--- src/rtl/encode_seq_pkg.sv ---
// rtl/encode_seq_pkg.sv - shared Frodo level codes, sizes and FSM encoding
package encode_seq_pkg;

  localparam logic [1:0] LVL_INVALID = 2'b00;
  localparam logic [1:0] LVL_1344    = 2'b01;
  localparam logic [1:0] LVL_976     = 2'b10;
  localparam logic [1:0] LVL_640     = 2'b11;

  localparam int NUM_GROUPS    = 16;
  localparam int MSG_WORDS_MAX = 4;
  localparam int MSG_BITS      = 64 * MSG_WORDS_MAX;

  typedef enum logic [1:0] {
    ST_IDLE = 2'b00,
    ST_LOAD = 2'b01,
    ST_RUN  = 2'b10,
    ST_FIN  = 2'b11
  } state_t;

  // B: bits per coefficient, which is also the number of 64-bit message words
  function automatic logic [2:0] level_words(input logic [1:0] lvl);
    case (lvl)
      LVL_1344: return 3'd4;
      LVL_976:  return 3'd3;
      LVL_640:  return 3'd2;
      default:  return 3'd0;
    endcase
  endfunction

endpackage

--- src/rtl/encode_seq_encode.sv ---
// rtl/encode_seq_encode.sv - combinational Encode datapath, four 16-bit lanes
module encode_seq_encode
  import encode_seq_pkg::*;
(
  input  logic        en,
  input  logic [1:0]  level,
  input  logic [15:0] slice,
  output logic [63:0] enc
);

  always_comb begin
    enc = '0;
    if (en) begin
      for (int i = 0; i < 4; i++) begin
        case (level)
          LVL_1344: enc[16*i +: 16] = {slice[4*i +: 4], 12'h000};
          LVL_976:  enc[16*i +: 16] = {slice[3*i +: 3], 13'h0000};
          LVL_640:  enc[16*i +: 16] = {1'b0, slice[2*i +: 2], 13'h0000};
          default:  enc[16*i +: 16] = 16'h0000;
        endcase
      end
    end
  end

endmodule

--- src/rtl/encode_seq.sv ---
// rtl/encode_seq.sv - loads one message block, then encodes 16 V beats into C beats
module encode_seq
  import encode_seq_pkg::*;
(
  input  logic        clk,
  input  logic        rst_n,
  input  logic        start,
  input  logic [1:0]  level,
  output logic        busy,
  output logic        done,
  output logic        err,
  output logic        msg_rd_en,
  output logic [1:0]  msg_rd_addr,
  input  logic [63:0] msg_rd_data,
  input  logic        v_valid,
  output logic        v_ready,
  input  logic [63:0] v_data,
  output logic        c_valid,
  input  logic        c_ready,
  output logic [63:0] c_data
);

  state_t                state;
  logic [1:0]            lvl_q;
  logic [2:0]            words_q;
  logic [2:0]            ld_cnt;
  logic [3:0]            grp;
  logic [3:0]            c_cnt;
  logic                  v_all;
  logic [MSG_BITS-1:0]   msg_buf;
  logic [7:0]            grp_off;
  logic [15:0]           slice;
  logic [63:0]           enc;
  logic [63:0]           c_next;
  logic                  v_acc;
  logic                  c_acc;

  // each group consumes 4*B message bits
  assign grp_off = 8'({words_q, 2'b00}) * 8'(grp);
  assign slice   = 16'(msg_buf >> grp_off);

  encode_seq_encode u_encode (
    .en    (1'b1),
    .level (lvl_q),
    .slice (slice),
    .enc   (enc)
  );

  always_comb begin
    c_next = '0;
    for (int i = 0; i < 4; i++) begin
      c_next[16*i +: 16] = v_data[16*i +: 16] + enc[16*i +: 16];
      if (lvl_q == LVL_640) c_next[16*i + 15] = 1'b0;
    end
  end

  assign busy    = (state != ST_IDLE);
  assign v_ready = (state == ST_RUN) && (!c_valid || c_ready) && !v_all;
  assign v_acc   = v_valid && v_ready;
  assign c_acc   = c_valid && c_ready;

  always_ff @(posedge clk or negedge rst_n) begin
    if (!rst_n) begin
      state       <= ST_IDLE;
      lvl_q       <= LVL_INVALID;
      words_q     <= '0;
      ld_cnt      <= '0;
      grp         <= '0;
      c_cnt       <= '0;
      v_all       <= 1'b0;
      msg_buf     <= '0;
      done        <= 1'b0;
      err         <= 1'b0;
      msg_rd_en   <= 1'b0;
      msg_rd_addr <= '0;
      c_valid     <= 1'b0;
      c_data      <= '0;
    end else begin
      err <= 1'b0;
      case (state)
        ST_IDLE: begin
          if (start) begin
            if (level == LVL_INVALID) begin
              err <= 1'b1;
            end else begin
              state       <= ST_LOAD;
              lvl_q       <= level;
              words_q     <= level_words(level);
              ld_cnt      <= '0;
              grp         <= '0;
              c_cnt       <= '0;
              v_all       <= 1'b0;
              msg_buf     <= '0;
              msg_rd_en   <= 1'b1;
              msg_rd_addr <= '0;
            end
          end
        end
        ST_LOAD: begin
          // data for the read issued in LOAD cycle k arrives in cycle k+1
          for (int k = 0; k < MSG_WORDS_MAX; k++) begin
            if (ld_cnt == 3'(k + 1)) msg_buf[64*k +: 64] <= msg_rd_data;
          end
          if (ld_cnt + 3'd1 < words_q) begin
            msg_rd_en   <= 1'b1;
            msg_rd_addr <= ld_cnt[1:0] + 2'd1;
          end else begin
            msg_rd_en   <= 1'b0;
            msg_rd_addr <= '0;
          end
          if (ld_cnt == words_q) state <= ST_RUN;
          ld_cnt <= ld_cnt + 3'd1;
        end
        ST_RUN: begin
          if (v_acc) begin
            c_data  <= c_next;
            c_valid <= 1'b1;
            if (grp == 4'd15) v_all <= 1'b1;
            else              grp   <= grp + 4'd1;
          end else if (c_acc) begin
            c_valid <= 1'b0;
          end
          if (c_acc) begin
            c_cnt <= c_cnt + 4'd1;
            if (c_cnt == 4'd15) begin
              state   <= ST_FIN;
              done    <= 1'b1;
              c_valid <= 1'b0;
            end
          end
        end
        ST_FIN: begin
          done  <= 1'b0;
          state <= ST_IDLE;
        end
        default: state <= ST_IDLE;
      endcase
    end
  end

endmodule

--- config.mk ---
export PLATFORM = sky130hd
export DESIGN_NAME = encode_seq
export DESIGN_NICKNAME = d
export VERILOG_FILES = /design/src/rtl/encode_seq_pkg.sv /design/src/rtl/encode_seq_encode.sv /design/src/rtl/encode_seq.sv
export SDC_FILE = /design/constraint.sdc
export NUM_CORES = 1
export LEC_CHECK = 0
export CORE_ASPECT_RATIO = 2
export CORE_UTILIZATION = 60
export DETAILED_ROUTE_END_ITERATION = 10
export PLACE_DENSITY = 0.91
export SLEW_MARGIN = 20
export SYNTH_ARGS = -nofsm -noshare
export SYNTH_HDL_FRONTEND = slang
export SYNTH_SLANG_ARGS = --single-unit
--- constraint.sdc ---
create_clock -name clk -period 10.7 [get_ports clk]
set_clock_uncertainty 0.1 [all_clocks]
set_input_delay 2.14 -clock clk [delete_from_list [all_inputs] [get_ports clk]]
set_output_delay 2.14 -clock clk [all_outputs]
set_load 0.05 [all_outputs]
======== After elaboration in Yosys (flattened, before gate mapping) ========
Index checks and enable logic that the tools add are counted.
W data, S select, Z words.
storage, ports and cells
  flip-flop bits (word level) ............. 345
  input bits .............................. 135
  output and inout port bits .............. 72
  word-level logic and storage cells ...... 137
cells by class
  $add $sub $neg .......................... 8
  multiply operators ...................... 1
  magnitude comparators ................... 1
  eq/ne operators ......................... 28
  shifts and indexed selects .............. 1
  multiplexer cells ....................... 55
  bitwise logic cells ..................... 1
  reduce and logical (&&, ||, !) cells .... 25
operator list
  operator               count
  $mux W256              2
  $pmux W256 S2          1
  $mux W64               4
  $shr A256 B8 Y16       1
  $pmux W16 S3           4
  $add A16 B16 Y16       4
  $mux W1                20
  $mux W4                5
  $ne A2 B2 Y1 const B   10
  $reduce_and A4 Y1      5
  $mux W2                8
  $pmux W4 S2            2
  $reduce_and A5 Y1      3
  $eq A2 B2 Y1 const B   6
  $pmux W3 S3            1
  $reduce_and A3 Y1      3
  $add A4 B1 Y4 const B  2
  $eq A4 B4 Y1 const B   2
  $pmux W2 S4            1
  $reduce_bool A2 Y1     4
  $eq A2 B1 Y1 const B   3
  $eq A3 B2 Y1 const B   2
  $mul A3 B4 Y6          1
  $mux W3                2
  16 further kinds       24

======== Longest topological paths before layout ========
  depth after elaboration ................. 8
  depth in mapped cells ................... 24
  depth with buffers taken out ............ 20

======== Cells and area by module ========
From an unflattened synthesis, not the netlist that was laid out.
second synthesis, totals
  cell total of the unflattened synthesis .. 2,488
  area total of the unflattened synthesis .. 23,032.1 µm²
modules (own cells, without submodules)
  module             times used  cells each  area an instance (µm²)  seq. area each (µm²)
  encode_seq         1           2,391       22,332.7                8,633.3
  encode_seq_encode  1           97          699.4                   0.0

======== Least setup slack after synthesis ========
No wires, ideal clock.
  path kind ............................... input to output
  start point ............................. in c_ready
  end point ............................... out v_ready
  arrival ................................. 3.424 ns
  data required time ...................... 8.460 ns
  slack ................................... 5.036 ns
  stages on the path ...................... 2
  buffers on the path ..................... 0
  cell sequence ........................... nor2b_1 > nor3b_1
between the ends
  word-level cells in the longest chain between the ends .. 3
ends and longest elaborated chain
  item                               RTL line          source
  from (decl)                        encode_seq.sv:19  input logic c_ready,
  $logic_or A1 B1 Y1                 encode_seq.sv:58  assign v_ready = (state == ST_RUN) && (!c_valid || c_ready) && !v_all;
  $logic_and A1 B1 Y1 (2 in series)  encode_seq.sv:58
  to (decl)                          encode_seq.sv:16  output logic v_ready,
No other way between the ends.

======== Worst setup path after layout ========
  start point ............................. reg words_q[0]
  end point ............................... reg c_data[15]
between the ends
  word-level cells in the longest chain between the ends .. 5
ends and longest elaborated chain
  item                    RTL line                 source
  from (decl)             encode_seq.sv:25         logic [2:0] words_q;
  from (signal assigned)  encode_seq.sv:88         words_q <= level_words(level);
  $mul A3 B4 Y6           encode_seq.sv:39         assign grp_off = 8'({words_q, 2'b00}) * 8'(grp);
  $shr A256 B8 Y16        encode_seq.sv:40         assign slice = 16'(msg_buf >> grp_off);
  $pmux W16 S3            encode_seq_encode.sv:15  case (level)
  $add A16 B16 Y16        encode_seq.sv:52         c_next[16*i +: 16] = v_data[16*i +: 16] + enc[16*i +: 16];
  $mux W1                 encode_seq.sv:53         if (lvl_q == LVL_640) c_next[16*i + 15] = 1'b0;
  to (signal assigned)    encode_seq.sv:116        c_data <= c_next;
  to (decl)               encode_seq.sv:20         output logic [63:0] c_data
No other way between the ends.
A chain may end at the register's enable or synchronous reset.

==> results.md <==
- Outcome: completed
- Cells after Synth: between 2,000 and 2,500
- GRT Total Usage: between 40% and 50%
- Input/output buffers: between 200 and 250
- Cts hold-fix bufs: 0
- CP max FO: 51
- Min-delay worst type: flip-flop to flip-flop
- H-Tree Level Count: 1
- Area contributors post-synth: dfrtp_1 41%, mux4_2 12%, nand2_1 8.1%
- Startpoint types: flip-flop
- Multi-input gate area: between 10,000 and 15,000 sq um
- Initial DRC Count: roughly 2,000
- Gr ovfl total: 0
- Max-cap viol count: 0
- Root buffer cell: clkbuf_16
- # fillers: approximately 2,600
- Vias/cell: just over 7
- TritonCTS buffer count: 29
- Clock transition at path regs: around 70 ps
- Post-Syn Area: 21,200 sq um
- Drt drc: 0
- Arrival @ worst endpoint: 7320 ps
- FFs w/ async S/R, synth: 100%
- FF-to-FF path depth: 21
- Nets: ~2,400
- Top cell type's share of synthesized area: approximately two fifths
- DR vias: ~19,000
- Total power: ~7.2 mW
- Die ar.: about 36,000 sq um
- FF-to-FF End: c_data[15]$_DFFE_PN0P_
- Vias in the first global route: roughly 19,000
- Routed WL: ~86,000 um
- Clock Tree Buf Depth: 3
- Cts repair resizes: 0
- Drt pass-1 iters: 6
- Slew HR: 15.1%
- Critical Path RT: approximately 11,000 ps
- Post-Place Worst Slack: between 4000 and 5000 ps
- Skew-Pair Late Insertion Delay: a little over 600 ps
- Ys Warns: 0
- Seq/Total Area, Yosys: approximately two fifths
- Crit path kind: flip-flop to flip-flop
- Worst setup margin: 3730 ps
- VDD IR-drop max: between 0.0002 and 0.0003 V
- Reg2reg start: words_q[0]$_DFFE_PN0P_
- RSZ-0062 raised after global routing: false
- R2R Setup Slk: around 3700 ps
- CTS tree: done
- Antenna-violating nets left: 0
- Synth cell types: between 80 and 90
- Die Height: roughly 270 um
- Register area: between 8000 and 9000 sq um
- Num rows: 97
- Post-synth EDFFs: 0
- Worst hold endpoint: c_data[61]$_DFFE_PN0P_
- DP HPWL: 58,800 um
- Final worst path period need: roughly 7000 ps
- Highest clock rate: ~0.14 GHz
- CP Capture Type: flip-flop
- Worst hold start: c_data[61]$_DFFE_PN0P_
- Slew Limit Fails: 0
- Fraction of layout cells with a size suffix above 1: between 10% and 20%
- Post-CTS Repair Setup Buffers: 0
- CTS Sinks: approximately 350
- Final hold viol count: 0
- Final-report setup violation count: 0
- First-pass GRT wire length: about 130,000 um
- LEAKAGE: 9.93 nW
- Syn_nets: roughly 2,300
- Worst Hold Depth: 2
- Largest net degree at the start of global routing: between 100 and 150
- Synthesized flop and latch total: around 350
- Total Neg Setup Slack: 0 ps
- Avg WL per Cell: between 30 and 40 um
- Tcrit/Tclk final: roughly 65%
- Initial core utilization: 60.8%
- Synth area leader: dfrtp_1
- Gpl congestion: around 1.1
- Post-synth top flop: dfrtp_1
- Pwr/cell area: around 300 nW/um^2
- Post-Synthesis Mean Instance Area: just under 10 sq um
- # IOs: 207
- Area grow syn2layout: 14.6%
- Initial antenna violation count: 6
- Total core area: 34,800 sq um
- Chip Width: 135 um
- Worst Tran Pin Value: ~1200 ps
-- logic make-up after synthesis --
group / synth area share (%)
xor+xnor: 0.538
buf+inv: 4.82
mux: 21.2
simple gates: 12.9
fa+ha+maj: 2.49
flops: 40.8
compound gates: 17.2
-- cell usage in the layout, fill, tap and decap left out, drive strengths merged, types with 9 or more instances in the layout --
| cell | count |
|---|---|
| nand2 | 455 |
| dfrtp | 345 |
| o21ai | 302 |
| clkdlybuf4s50 | 205 |
| mux2i | 124 |
| mux4 | 113 |
| mux2 | 62 |
| a211oi | 61 |
| a21oi | 51 |
| and3 | 44 |
| nand3 | 40 |
| nor2 | 35 |
| clkbuf | 35 |
| inv | 33 |
| ha | 31 |
| buf | 31 |
| a31oi | 25 |
| nor3 | 17 |
| a32oi | 15 |
| a22oi | 14 |
| a221oi | 14 |
| and2 | 13 |
| a22o | 11 |
| a21o | 10 |
| a21boi | 9 |
-- state kept, by name (all words and copies together), names as in the netlist --
signal       cells
v_all            1
state            2
msg_rd_en        1
c_data          64
msg_buf        256
c_valid          1
done             1
grp              4
words_q          3
c_cnt            4
err              1
msg_rd_addr      2
lvl_q            2
ld_cnt           3
-- cell usage after synthesis, types with 15 or more instances --
| library cell | instances |
|---|---|
| mux4_2 | 113 |
| a32oi_1 | 15 |
| buf_2 | 23 |
| nand2_1 | 455 |
| dfrtp_1 | 345 |
| nand3_1 | 40 |
| a21oi_1 | 51 |
| clkbuf_1 | 115 |
| o21ai_0 | 295 |
| a31oi_1 | 25 |
| mux2i_1 | 124 |
| inv_1 | 28 |
| ha_1 | 31 |
| nor3_1 | 16 |
| and3_1 | 44 |
| mux2_2 | 61 |
| nor2_1 | 35 |
| buf_1 | 15 |
| a211oi_1 | 61 |
-- where the power goes --
part           internal, mW  switching, mW
Combinational          1.25           2.39
Sequential             1.79          0.614
Clock                 0.637          0.524
-- layer usage --
layer | up-vias | track usage (%) | wire length (um)
met5 | - | 0 | 57
met4 | 8 | 47.6 | 10300
met3 | 477 | 13.4 | 7800
met2 | 1229 | 80.0 | 41300
met1 | 9478 | 49.1 | 26300
li1 | 8001 | - | -
-- how the worst max path moves through the flow --
stage                                       from                     end  slack [ps]
after floorplan                          c_ready                 v_ready        5040
after global placement    words_q[0]$_DFFE_PN0P_  c_data[47]$_DFFE_PN0P_        4250
after detailed placement  words_q[0]$_DFFE_PN0P_  c_data[47]$_DFFE_PN0P_        4130
after CTS                 words_q[0]$_DFFE_PN0P_  c_data[47]$_DFFE_PN0P_        4130
after global routing      words_q[0]$_DFFE_PN0P_  c_data[15]$_DFFE_PN0P_        3570
final                     words_q[0]$_DFFE_PN0P_  c_data[15]$_DFFE_PN0P_        3730
-- area by class of cell --
type	instances	area share, %
clock inverter	17	0.986
tap	445	2.30
multi-input combinational	1574	47.9
sequential	345	35.6
inverter	31	0.480
antenna	3	0.0310
clock buffer	35	3.17
timing repair buffer	236	9.54
-- worst max-delay path: stages, from the launching register on --
cell	delay (ps)
dfrtp_1	340
buf_4	530
and2_1	270
fa_1	440
ha_4	190
fa_2	550
buf_4	380
inv_2	370
buf_4	360
a221oi_1	310
a22oi_1	120
a31oi_1	800
o21ai_1	290
o22ai_1	240
ha_1	290
a21o_1	180
a21oi_1	170
xnor2_1	270
nor2_1	90
and3_1	210
a31oi_1	150
a32oi_1	110
-- metrics by stage --
step	hold slack [ps]	cells	cell area, sq um	utilization [%]
final	382	2686	24200	69.6
after floorplan	345	2131	21200	-
after detailed placement	369	2631	23200	66.7
after global routing	421	2683	24200	69.6
after global placement	364	2631	23200	66.7
after CTS	384	2683	24200	69.6
Power figures use the tool's default switching activity.
